## src/rtl/sccb_config_if.sv

```systemverilog
// Signal bundle between the SCCB configuration master and its ROM and camera pins.
// The master modport is the controller side. The slave modport is the ROM/pad/host side.
interface sccb_config_if;
    logic        START;
    logic [5:0]  ROM_ADDR;
    logic [15:0] ROM_DATA;
    logic        SIOC;
    logic        SIOD_OUT;
    logic        SIOD_OE;
    logic        BUSY;
    logic        DONE;
    logic [2:0]  dbg_state;

    // START is a one-cycle request that is honoured only while the controller is idle or finished.
    // BUSY and DONE are registered status levels. No ready signal exists: a START that arrives
    // while BUSY=1 is dropped. ROM_DATA must be valid one cycle after ROM_ADDR changes.
    modport master (
        input  START, ROM_DATA,
        output ROM_ADDR, SIOC, SIOD_OUT, SIOD_OE, BUSY, DONE, dbg_state
    );

    modport slave (
        output START, ROM_DATA,
        input  ROM_ADDR, SIOC, SIOD_OUT, SIOD_OE, BUSY, DONE, dbg_state
    );
endinterface

```

## src/rtl/sccb_config.sv

```systemverilog
// SCCB write-only configuration master: walks a 64-entry {reg, value} table and writes each entry
// to the camera as a 3-phase frame. The table also supports delay entries and terminator entries.
module sccb_config #(
    parameter int unsigned CLK_DIV      = 125,
    parameter logic [7:0]  DEV_ADDR     = 8'h42,
    parameter int unsigned DELAY_CYCLES = 500000
) (
    input logic CLK,
    input logic RST,
    sccb_config_if.master bus
);
    localparam int TW = (CLK_DIV > 1) ? $clog2(CLK_DIV) : 1;

    typedef enum logic [2:0] {
        IDLE, FETCH, START_C, BITS, STOP_C, GAP, DELAY, FIN
    } state_t;

    state_t        state;
    logic [TW-1:0] tcnt;
    logic [1:0]    phase;
    logic [4:0]    bit_idx;
    logic [26:0]   shreg;
    logic [31:0]   dcnt;
    logic          fetch_wait;

    logic running;
    logic tick;
    logic x_bit;
    logic last_entry;

    // The tick counter restarts from 0 at every frame. As a result, the start condition always
    // lands exactly CLK_DIV cycles after the FETCH decode.
    assign running    = (state == START_C) || (state == BITS) || (state == STOP_C) || (state == GAP);
    assign tick       = running && (tcnt == TW'(CLK_DIV - 1));
    assign x_bit      = (bit_idx == 5'd8) || (bit_idx == 5'd17) || (bit_idx == 5'd26);
    assign last_entry = (bus.ROM_ADDR == 6'd63);
    assign bus.dbg_state = state;

    always_ff @(posedge CLK) begin
        if (RST) begin
            state        <= IDLE;
            tcnt         <= '0;
            phase        <= '0;
            bit_idx      <= '0;
            shreg        <= '0;
            dcnt         <= '0;
            fetch_wait   <= 1'b0;
            bus.ROM_ADDR <= '0;
            bus.SIOC     <= 1'b1;
            bus.SIOD_OUT <= 1'b1;
            bus.SIOD_OE  <= 1'b1;
            bus.BUSY     <= 1'b0;
            bus.DONE     <= 1'b0;
        end else begin
            tcnt <= (running && !tick) ? tcnt + TW'(1) : '0;
            case (state)
                IDLE, FIN: begin
                    if (bus.START) begin
                        state        <= FETCH;
                        fetch_wait   <= 1'b0;
                        bus.ROM_ADDR <= '0;
                        bus.BUSY     <= 1'b1;
                        bus.DONE     <= 1'b0;
                    end
                end
                FETCH: begin
                    fetch_wait <= 1'b1;
                    if (fetch_wait) begin
                        fetch_wait <= 1'b0;
                        if (bus.ROM_DATA == 16'hFFFF) begin
                            state    <= FIN;
                            bus.BUSY <= 1'b0;
                            bus.DONE <= 1'b1;
                        end else if (bus.ROM_DATA == 16'hFFF0) begin
                            state <= DELAY;
                            dcnt  <= '0;
                        end else begin
                            state <= START_C;
                            phase <= '0;
                            shreg <= {DEV_ADDR, 1'b1, bus.ROM_DATA[15:8], 1'b1, bus.ROM_DATA[7:0], 1'b1};
                        end
                    end
                end
                START_C: begin
                    if (tick) begin
                        if (phase == 2'd0) begin
                            bus.SIOD_OUT <= 1'b0;
                            phase        <= 2'd1;
                        end else begin
                            bus.SIOC <= 1'b0;
                            state    <= BITS;
                            phase    <= '0;
                            bit_idx  <= '0;
                        end
                    end
                end
                BITS: begin
                    if (tick) begin
                        phase <= phase + 2'd1;
                        case (phase)
                            2'd0: begin
                                bus.SIOC     <= 1'b0;
                                bus.SIOD_OUT <= shreg[26];
                                bus.SIOD_OE  <= !x_bit;
                                shreg        <= {shreg[25:0], 1'b0};
                            end
                            2'd1: bus.SIOC <= 1'b0;
                            2'd2: bus.SIOC <= 1'b1;
                            default: begin
                                bus.SIOC <= 1'b1;
                                if (bit_idx == 5'd26) begin
                                    state <= STOP_C;
                                end else begin
                                    bit_idx <= bit_idx + 5'd1;
                                end
                            end
                        endcase
                    end
                end
                STOP_C: begin
                    if (tick) begin
                        phase <= phase + 2'd1;
                        case (phase)
                            2'd0: begin
                                bus.SIOC     <= 1'b0;
                                bus.SIOD_OUT <= 1'b0;
                                bus.SIOD_OE  <= 1'b1;
                            end
                            2'd1: bus.SIOC <= 1'b1;
                            default: begin
                                bus.SIOD_OUT <= 1'b1;
                                state        <= GAP;
                                phase        <= '0;
                            end
                        endcase
                    end
                end
                GAP: begin
                    if (tick) begin
                        phase <= phase + 2'd1;
                        if (phase == 2'd3) begin
                            if (last_entry) begin
                                state    <= FIN;
                                bus.BUSY <= 1'b0;
                                bus.DONE <= 1'b1;
                            end else begin
                                state        <= FETCH;
                                fetch_wait   <= 1'b0;
                                bus.ROM_ADDR <= bus.ROM_ADDR + 6'd1;
                            end
                        end
                    end
                end
                DELAY: begin
                    // The bus stays at its idle level here, so no output is touched.
                    if (dcnt == DELAY_CYCLES - 1) begin
                        if (last_entry) begin
                            state    <= FIN;
                            bus.BUSY <= 1'b0;
                            bus.DONE <= 1'b1;
                        end else begin
                            state        <= FETCH;
                            fetch_wait   <= 1'b0;
                            bus.ROM_ADDR <= bus.ROM_ADDR + 6'd1;
                        end
                    end else begin
                        dcnt <= dcnt + 32'd1;
                    end
                end
                default: state <= IDLE;
            endcase
        end
    end
endmodule

```

## src/flat_wrapper.sv

```systemverilog
// flat-port wrapper written by rule: the top's interface ports become plain ports
module sccb_config_flat 
#(
    parameter int unsigned CLK_DIV      = 125,
    parameter logic [7:0]  DEV_ADDR     = 8'h42,
    parameter int unsigned DELAY_CYCLES = 500000
)
  (CLK, RST, bus_START, bus_ROM_DATA, bus_ROM_ADDR, bus_SIOC, bus_SIOD_OUT, bus_SIOD_OE, bus_BUSY, bus_DONE, bus_dbg_state);
  sccb_config_if bus_i ();
  input logic CLK;
  input logic RST;
  input wire logic [$bits(bus_i.START)-1:0] bus_START;
  input wire logic [$bits(bus_i.ROM_DATA)-1:0] bus_ROM_DATA;
  output wire logic [$bits(bus_i.ROM_ADDR)-1:0] bus_ROM_ADDR;
  output wire logic [$bits(bus_i.SIOC)-1:0] bus_SIOC;
  output wire logic [$bits(bus_i.SIOD_OUT)-1:0] bus_SIOD_OUT;
  output wire logic [$bits(bus_i.SIOD_OE)-1:0] bus_SIOD_OE;
  output wire logic [$bits(bus_i.BUSY)-1:0] bus_BUSY;
  output wire logic [$bits(bus_i.DONE)-1:0] bus_DONE;
  output wire logic [$bits(bus_i.dbg_state)-1:0] bus_dbg_state;
  assign bus_i.START = bus_START;
  assign bus_i.ROM_DATA = bus_ROM_DATA;
  assign bus_ROM_ADDR = bus_i.ROM_ADDR;
  assign bus_SIOC = bus_i.SIOC;
  assign bus_SIOD_OUT = bus_i.SIOD_OUT;
  assign bus_SIOD_OE = bus_i.SIOD_OE;
  assign bus_BUSY = bus_i.BUSY;
  assign bus_DONE = bus_i.DONE;
  assign bus_dbg_state = bus_i.dbg_state;
  sccb_config #(.CLK_DIV(CLK_DIV), .DEV_ADDR(DEV_ADDR), .DELAY_CYCLES(DELAY_CYCLES)) u_core (.CLK(CLK), .RST(RST), .bus(bus_i));
endmodule
```

## config.mk

```make
export PLATFORM = sky130hd
export DESIGN_NAME = sccb_config_flat
export DESIGN_NICKNAME = d
export VERILOG_FILES = /design/src/rtl/sccb_config_if.sv /design/src/rtl/sccb_config.sv /design/src/flat_wrapper.sv
export SDC_FILE = /design/constraint.sdc
export NUM_CORES = 1
export LEC_CHECK = 0
export CAP_MARGIN = 10
export CELL_PAD_IN_SITES_DETAIL_PLACEMENT = 0
export CELL_PAD_IN_SITES_GLOBAL_PLACEMENT = 1
export CORE_UTILIZATION = 40
export DETAILED_ROUTE_END_ITERATION = 7
export PLACE_DENSITY_LB_ADDON = 0.12
export SETUP_SLACK_MARGIN = 0.5
export SLEW_MARGIN = 20
export SYNTH_ARGS = -nofsm -noshare
export SYNTH_HDL_FRONTEND = slang
export SYNTH_SLANG_ARGS = --single-unit
```

## constraint.sdc

```tcl
create_clock -name CLK -period 2.9 [get_ports CLK]
set_clock_uncertainty 0.1 [all_clocks]
set_input_delay 0.58 -clock CLK [delete_from_list [all_inputs] [get_ports CLK]]
set_output_delay 0.58 -clock CLK [all_outputs]
set_load 0.005 [all_outputs]
```

==> flow_metrics.tcl <==
set metrics [dict create \
    overflow 0 \
    drt-total-wl_um 14500 \
    cts_sinks 88 \
    core_area_um2 12200 \
    numCtsBuffers 9 \
    syn_area_um2 5060 \
    cp_cell_sequence "clkdlybuf4s50_1 -> nand4_1 -> or4_4 -> o21a_1 -> buf_8 -> a21oi_1 -> a211oi_1" \
    wl_per_cell_um 17.0 \
    dr.pass1.iters 5 \
    synth_ff_type "dfxtp_1" \
    netlist.area_leader.share 0.348 \
    synth_cells 642 \
    relSlewSlack 0.601 \
    synthToLayoutAreaGrowth_pct 22.5 \
    die_w_um 115 \
    post-dp-hpwl_um 9960 \
    fin_crit_sh 0.825 \
    ctsLongestPathBuffers 2 \
    cp-start-kind "input pin" \
    fin_crit_ns 2.39 \
    yosys-top-cells-area "dfxtp_1, a21oi_1, nand2_1" \
    grt_max_degree 31 \
    status "completed" \
    hold_viol_final 0 \
    placementRows 40 \
    synthArstFlopShare 0 \
    maxSlewViolCount 0 \
    ys_types 71 \
    synthTopCellsByCount "dfxtp_1, nand2_1, a21oi_1" \
    powerDensity_nw_per_um2 564 \
    pre_cts_ws_ns -0.171 \
    route.antenna.remaining_nets 0 \
    critical_path_peak_fanout 27 \
    critPathKind "in2reg" \
    start_util 0.416 \
    antenna_cells 0 \
    synth_edf_count 0 \
    track_usage 0.224 \
    ioPinCount 33 \
    globalplace.congestion 0.845 \
    cp.required_ns 3.02 \
    utilization 0.510 \
    cts-root-buf "clkbuf_16" \
    irDropWorstVdd_uv 272 \
    critPathCaptureType "register" \
    drc 0 \
    die_area_um2 13100 \
    yosys_register_bits 88 \
    dp_cells 829 \
    postCtsHoldBufs 0 \
    drive_gt1_frac 0.150 \
    syn_nets 675 \
    yosys_warnings 0 \
    synth_top_area_cell "dfxtp_1" \
    fmax_mhz 418 \
    crit_slowest_cell "or4_4" \
    hold_ws_ns 0.367 \
    grt_setup_unrepaired "true" \
    p_leak_nw 2.01 \
    design_area_um2 6200 \
    dr.first_iter.drc_count 369 \
    vias 5137 \
    p_total_mw 3.50 \
    fillers 1175 \
    nets 717 \
    grt_pass1_wl_um 23300 \
    path_clk_slew_ns 0.06 \
    port_buffers 32 \
    post_dp_cell_area_um2 5650 \
    instances_no_fill 855 \
    viasPerCell 6.01 \
    cpPeakStageDelay_ns 0.60 \
    arrival_ns 2.51 \
    synth.most_common_cell "dfxtp_1" \
    seq_area_frac_synth 0.348 \
    cts_tree "done" \
    finalWorstSetupSlack_ns 0.509 \
    grt_pass1_vias 4566 \
    hold_path_class "reg2reg" \
    fin_tns_setup_ns 0 \
    clk_latency_ns 0.34 \
    worst_pin_slew_ns 0.594 \
    finalSetupViolCount 0 \
    cap_violations 0 \
    antenna_found_initial 0 \
    chipHeight_um 115 \
    htree_levels 3 \
    syn_area_per_cell_um2 7.89 \
]
worst max-delay path, delay by kind of cell:
| family | cells | cell delay, ns |
|---|---|---|
| and+or+nand+nor | 2 | 0.82 |
| buffers and inverters | 2 | 0.65 |
| AOI/OAI and AO/OA | 3 | 0.44 |
routing by layer:
metal	up-vias	GRT usage	part of all wire
met5	-	0	0
met4	0	0.0857	0.015
met3	17	0.0296	0.041
met2	128	0.351	0.46
met1	2458	0.312	0.48
li1	2534	-	-
layout by cell type (no fill, tap or decap), types with 14 or more instances in the layout:
cell type	n
a21oi_1	54
a311oi_1	22
buf_4	36
clkdlybuf4s50_1	31
dfxtp_1	86
inv_1	20
nand2_1	79
nand3_1	23
nand4_1	25
nor2_1	45
nor3_1	14
o21ai_0	26
sequential cells by signal, indices dropped and copies added (netlist names):
signal                cells
u_core.bit_idx            5
u_core.bus.dbg_state      3
u_core.fetch_wait         1
u_core.bus.SIOD_OUT       1
u_core.bus.ROM_ADDR       6
u_core.shreg             27
u_core.bus.BUSY           1
u_core.bus.DONE           1
u_core.bus.SIOD_OE        1
u_core.tcnt               7
u_core.dcnt              32
u_core.phase              2
u_core.bus.SIOC           1
cell type report:
class / count / area (um^2) / area share
Clock inverter: 4 / 22.5 / 0.00363
Tap cell: 168 / 210 / 0.0339
Timing Repair Buffer: 75 / 686 / 0.111
Clock buffer: 10 / 239 / 0.0385
Inverter: 21 / 81.3 / 0.0131
Multi-Input combinational cell: 489 / 3190 / 0.515
Sequential cell: 88 / 1770 / 0.285
logic make-up (layout without fill, tap and decap cells):
kind of cell               Yosys count  count (layout)  synth area share
xor gates and xnor gates             8               8            0.0138
adders and majority gates           14              14            0.0346
DFF                                 88              88             0.348
buffers and inverters               65             110            0.0519
muxes                                8               8            0.0161
and+or+nand+nor                    258             258             0.264
AOI/OAI and AO/OA                  201             201             0.272
path summary, 6_finish.rpt:
path         slack (ns)  cells past startpoint         endpoint               startpoint
max                0.51                      7  u_core.shreg[9]         bus_ROM_DATA[11]
min                0.37                      2  u_core.bus.BUSY          u_core.bus.BUSY
max reg2reg        0.53                      7  u_core.shreg[9]  u_core.bus.dbg_state[2]
min reg2reg        0.37                      2  u_core.bus.BUSY          u_core.bus.BUSY
report_power, final:
group          switching [mW]  internal, mW  total [mW]
Sequential             0.0548          1.28        1.33
Clock                   0.480         0.590        1.07
Combinational           0.649         0.448        1.10
timing repair:
| action | 4_1_cts | 5_1_grt |
|---|---|---|
| endpoints found under the setup margin | 64 | 57 |
| pin swaps | 2 | 7 |
| resized for setup | 6 | 37 |
| cloned | 0 | 2 |
| setup buffers | 3 | 7 |
Note: power is estimated with default switching activity, not from simulation.
